[src/rtl/stream_cipher_ctrl.sv]
`default_nettype none
// ============================================================================
// Module   : stream_cipher_ctrl
// Purpose  : Session controller for a word-serial XOR stream cipher. On start
//            it seeds a Galois LFSR from a one-time key, accepts exactly
//            `length` words on a valid/ready input, emits each word XORed
//            with the current keystream word on a valid/ready output, and
//            pulses done once the last word has left the block. The same
//            path encrypts and decrypts.
// Ports    : clk, rst           - clock, synchronous active-high reset
//            start, key, length - session request (sampled in IDLE only)
//            abort              - drop the session (RUN/DRAIN only)
//            in_valid/in_ready/in_data    - input word handshake
//            out_valid/out_ready/out_data - output word handshake
//            busy, done, word_count       - session status
// Revision : 1.0 - initial release
// ============================================================================
module stream_cipher_ctrl #(
   parameter int                DATA_W = 32,
   parameter int                LEN_W  = 8,
   parameter logic [DATA_W-1:0] TAPS   = 32'h8020_0003
) (
   input  logic              clk,
   input  logic              rst,
   input  logic              start,
   input  logic              abort,
   input  logic [DATA_W-1:0] key,
   input  logic [LEN_W-1:0]  length,
   input  logic              in_valid,
   input  logic [DATA_W-1:0] in_data,
   output logic              in_ready,
   output logic              out_valid,
   output logic [DATA_W-1:0] out_data,
   input  logic              out_ready,
   output logic              busy,
   output logic              done,
   output logic [LEN_W-1:0]  word_count
);

   typedef enum logic [1:0] {
      S_IDLE  = 2'd0,
      S_RUN   = 2'd1,
      S_DRAIN = 2'd2,
      S_DONE  = 2'd3
   } state_t;

   state_t            r_state;
   state_t            w_next_state;
   logic [DATA_W-1:0] r_ks;
   logic [LEN_W-1:0]  r_remaining;
   logic              w_accept;
   logic              w_abort;
   logic [DATA_W-1:0] w_ks_next;

   // Galois step: shift right, fold the feedback mask in when a one drops out.
   assign w_ks_next = (r_ks >> 1) ^ (r_ks[0] ? TAPS : '0);

   // ------------------------------------------------------------------------
   // State register
   // ------------------------------------------------------------------------
   always_ff @(posedge clk) begin
      if (rst) begin
         r_state <= S_IDLE;
      end else begin
         r_state <= w_next_state;
      end
   end

   // ------------------------------------------------------------------------
   // Next-state and handshake decode
   // ------------------------------------------------------------------------
   always_comb begin
      w_next_state = r_state;
      in_ready     = 1'b0;
      busy         = 1'b0;
      done         = 1'b0;
      w_accept     = 1'b0;
      w_abort      = 1'b0;
      case (r_state)
         S_IDLE: begin
            if (start) begin
               w_next_state = (length == '0) ? S_DONE : S_RUN;
            end
         end
         S_RUN: begin
            busy     = 1'b1;
            w_abort  = abort;
            // Single output register: refill it in the same cycle it drains.
            in_ready = !out_valid || out_ready;
            // Abort wins over a same-cycle accept so no keystream is consumed.
            w_accept = in_valid && in_ready && !abort;
            if (abort) begin
               w_next_state = S_IDLE;
            end else if (w_accept && (r_remaining == LEN_W'(1))) begin
               w_next_state = S_DRAIN;
            end
         end
         S_DRAIN: begin
            busy    = 1'b1;
            w_abort = abort;
            if (abort) begin
               w_next_state = S_IDLE;
            end else if (!out_valid || out_ready) begin
               w_next_state = S_DONE;
            end
         end
         S_DONE: begin
            done         = 1'b1;
            w_next_state = S_IDLE;
         end
         default: begin
            w_next_state = S_IDLE;
         end
      endcase
   end

   // ------------------------------------------------------------------------
   // Keystream, counters and output register
   // ------------------------------------------------------------------------
   always_ff @(posedge clk) begin
      if (rst) begin
         r_ks        <= '0;
         r_remaining <= '0;
         word_count  <= '0;
         out_valid   <= 1'b0;
         out_data    <= '0;
      end else begin
         if ((r_state == S_IDLE) && start) begin
            // An all-zero seed would lock the LFSR at zero forever.
            r_ks        <= (key == '0) ? DATA_W'(1) : key;
            r_remaining <= length;
            word_count  <= '0;
         end
         if (w_abort) begin
            out_valid <= 1'b0;
         end else if (w_accept) begin
            out_data    <= in_data ^ r_ks;
            out_valid   <= 1'b1;
            r_ks        <= w_ks_next;
            r_remaining <= r_remaining - LEN_W'(1);
            word_count  <= word_count + LEN_W'(1);
         end else if (out_valid && out_ready) begin
            out_valid <= 1'b0;
         end
      end
   end

endmodule
`default_nettype wire

[config.mk]
export PLATFORM = sky130hd
export DESIGN_NAME = stream_cipher_ctrl
export DESIGN_NICKNAME = d
export VERILOG_FILES = /design/src/rtl/stream_cipher_ctrl.sv
export SDC_FILE = /design/constraint.sdc
export NUM_CORES = 1
export LEC_CHECK = 0
export CAP_MARGIN = 0
export CORE_UTILIZATION = 31
export CTS_CLUSTER_DIAMETER = 120
export DETAILED_ROUTE_END_ITERATION = 8
export PLACE_DENSITY = 0.55
export SYNTH_ARGS = -nofsm -noshare
export SYNTH_HDL_FRONTEND = slang
export SYNTH_SLANG_ARGS = --single-unit
[constraint.sdc]
create_clock -name clk -period 1.9 [get_ports clk]
set_input_delay 0.38 -clock clk [delete_from_list [all_inputs] [get_ports clk]]
set_output_delay 0.38 -clock clk [all_outputs]
set_load 0.02 [all_outputs]
==> impl_results.md, run 1 <==
* Diode count at 0
* CTS tree: yes
* Nets@finish at 676
* Clk_lat worst skew at 0.33 ns
* CP bufs+invs at 2
* Pre-CTS WS at -0.2219 ns
* Synth top area share at 41.59%
* Syn Nets at 548
* DR pass1 iterations at 5
* Largest net degree at the start of global routing at 42
* Reg area at 1662 um2
* First-pass GRT wire length at 17,490 um
* DR iter-0 viols at 221
* Worst Setup Path Type: reg2out
* Worst slew pin tran at 0.4225 ns
* HPWL after DPL at 7909 um
* # DRC at 0
* Area growth, synth to finish at 45.38%
* Max Slew Vio Count at 0
* Max-cap violations at 0
* CTS Buf Count at 9
* Die footprint at 13,340 um2
* Sequential area share after synthesis at 41.59%
* CP delay by family, top: buffers and inverters
* Vias in the first global route at 3,586
* Post-synth top flop: dfxtp_1
* Leakage at 0.002043 uW
* Worst setup SP type: flip-flop
* Final ANT Viol Nets at 0
* Syn Std Cell Area at 3995 um2
* Max incr delay on CP at 0.39 ns
* Via-per-instance ratio at 4.952
* Status: finished, final reports clean
* HP Class: in2reg
* Die Y-Extent at 115.5 um
* Initial Utilization at 31.79%
* Max VDD drop at 0.0003765 V
* Most numerous cell in the Yosys netlist: dfxtp_1
* Synth warnings at 0
* Cells after synthesis at 462
* Final period util at 96.30%
* Clock skew at 0.004671 ns
* F_max at 546.5 MHz
* Die X at 115.5 um
* Worst-path cell chain: inv_1 > ha_1 > clkdlybuf4s15_1
* Total track usage at 16.84%
* Final wirelength at 10,950 um
* Slack of the critical path at 0.07022 ns
* RePlAce Congestion at 0.8015
* Multi-input gate area at 2121 um2
* Root Driver: clkbuf_16
* Crit path max fanout at 4
* Port bufs at 121
* Final Hold Fails at 0
* Layout cells sized above 1 at 9.781%
* Crit path DAT at 1.45 ns
* Number of synthesized flops with an enable pin at 0
* Flops & latches, synth at 83
* Top post-synthesis cells by area: dfxtp_1 (42%), nor2_1 (7.6%), a311oi_1 (7.2%)
* Core area at 12,570 um2
* FP Rows at 41
* Final setup violation count at 0
* CTS Buffer Depth at 2
* H-tree levels at 3
* Global route overflow at 0
* Clk sinks at 83
* # fillers at 1,259
* Via count at 3,788
* WL per Instance at 14.31 um
* # IOs at 122
* WP data required at 1.52 ns
* CTS clk-pin slew, worst paths at 0.06 ns
* Total negative slack at 0 ns
* Asr flop ratio synth at 0%
* Synth area leader: dfxtp_1
* Syn_area_per_cell at 8.647 um2
* Unique masters post-synth at 45
* Slowest cell on the critical path: dfxtp_1
* Slew margin rel. at 71.57%
* Critical path capture point type: primary output
* Commonest cells in the netlist: dfxtp_1 (83), nor2_1 (81), nand2_1 (74), a211oi_1 (35)
* Tmin final at 1.830 ns
* Initial antenna violation count at 0
* Pwr/cell area at 1037 nW/um2
## layout by cell type (no fill, tap or decap), types with 4 or more instances in the layout
cell	instances
a211oi_1	35
a21oi_1	10
a311oi_1	33
a31oi_1	4
buf_12	4
buf_4	23
clkbuf_16	9
clkdlybuf4s50_1	117
dfxtp_1	83
ha_1	7
inv_1	6
nand2_1	73
nand4_1	6
nor2_1	81
nor3_1	4
nor4_1	11
xnor2_1	33
xor2_1	6
## where the power goes
| group | switching (uW) | total, uW | internal [uW] |
|---|---|---|---|
| Combinational | 956 | 1860 | 908 |
| Sequential | 262 | 2270 | 2010 |
| Clock | 673 | 1880 | 1210 |
| Total | 1890 | 6020 | 4130 |
## registers in the layout, indices dropped and copies added (netlist names)
register,cells
out_data,32
r_ks,32
r_remaining,8
word_count,8
r_state,2
out_valid,1
## per-layer routing
metal	global-route usage, %	share of wire, %
met5	0	0
met4	7.013	1.1
met3	2.510	4.8
met2	27.98	47
met1	21.80	47
## per-stage QoR
stage	instance area (um2)	total power [uW]	util (%)	hold WS [ns]	cells
6_report	5808	6021	46.21	0.3551	765
5_1_grt	5808	6375	46.21	0.3571	765
2_1_floorplan	3995	3448	-	0.4699	462
3_3_place_gp	5433	4124	43.23	0.4847	744
4_1_cts	5746	6050	45.71	0.3368	758
3_5_place_dp	5433	4162	43.23	0.4939	744
## final cells by class
cell class	instances	share of cell area, %
Timing Repair Buffer	149	25.27
Multi-Input combinational cell	340	36.51
Clock inverter	2	1.034
Clock buffer	12	4.416
Inverter	7	0.4524
Tap cell	172	3.705
Sequential cell	83	28.61
## cells by family after synthesis
| family | Yosys count | synth area share (%) |
|---|---|---|
| xor gates and xnor gates | 39 | 8.550 |
| DFF | 83 | 41.59 |
| and+or+nand+nor | 196 | 22.83 |
| buffers and inverters | 40 | 5.637 |
| adders and majority gates | 8 | 2.506 |
| AOI/OAI and AO/OA | 96 | 18.89 |
## worst paths after layout
path / start / end / slack, ns / cells past startpoint
worst max-delay path: r_state[0] / busy / 0.07 / 3
worst min-delay path: rst / word_count[6] / 0.36 / 2
worst max register to register: r_state[1] / r_ks[12] / 0.08 / 8
worst min register to register: out_data[31] / out_data[31] / 0.50 / 2
## repair_timing
action,4_1_cts,5_1_grt
pin swaps,0,4
buffers inserted,0,6
cloned,0,1
setup endpoints to repair,3,43
hold buffers,0,0
resized for setup,3,5
Note: power is estimated with default switching activity, not from simulation.
==> inputs of run 2 (changes only) <==
Settings changed: CAP_MARGIN 0 to 5.
==> results of run 2 <==
Final layout, timing and power as in run 1 (identical DEF).
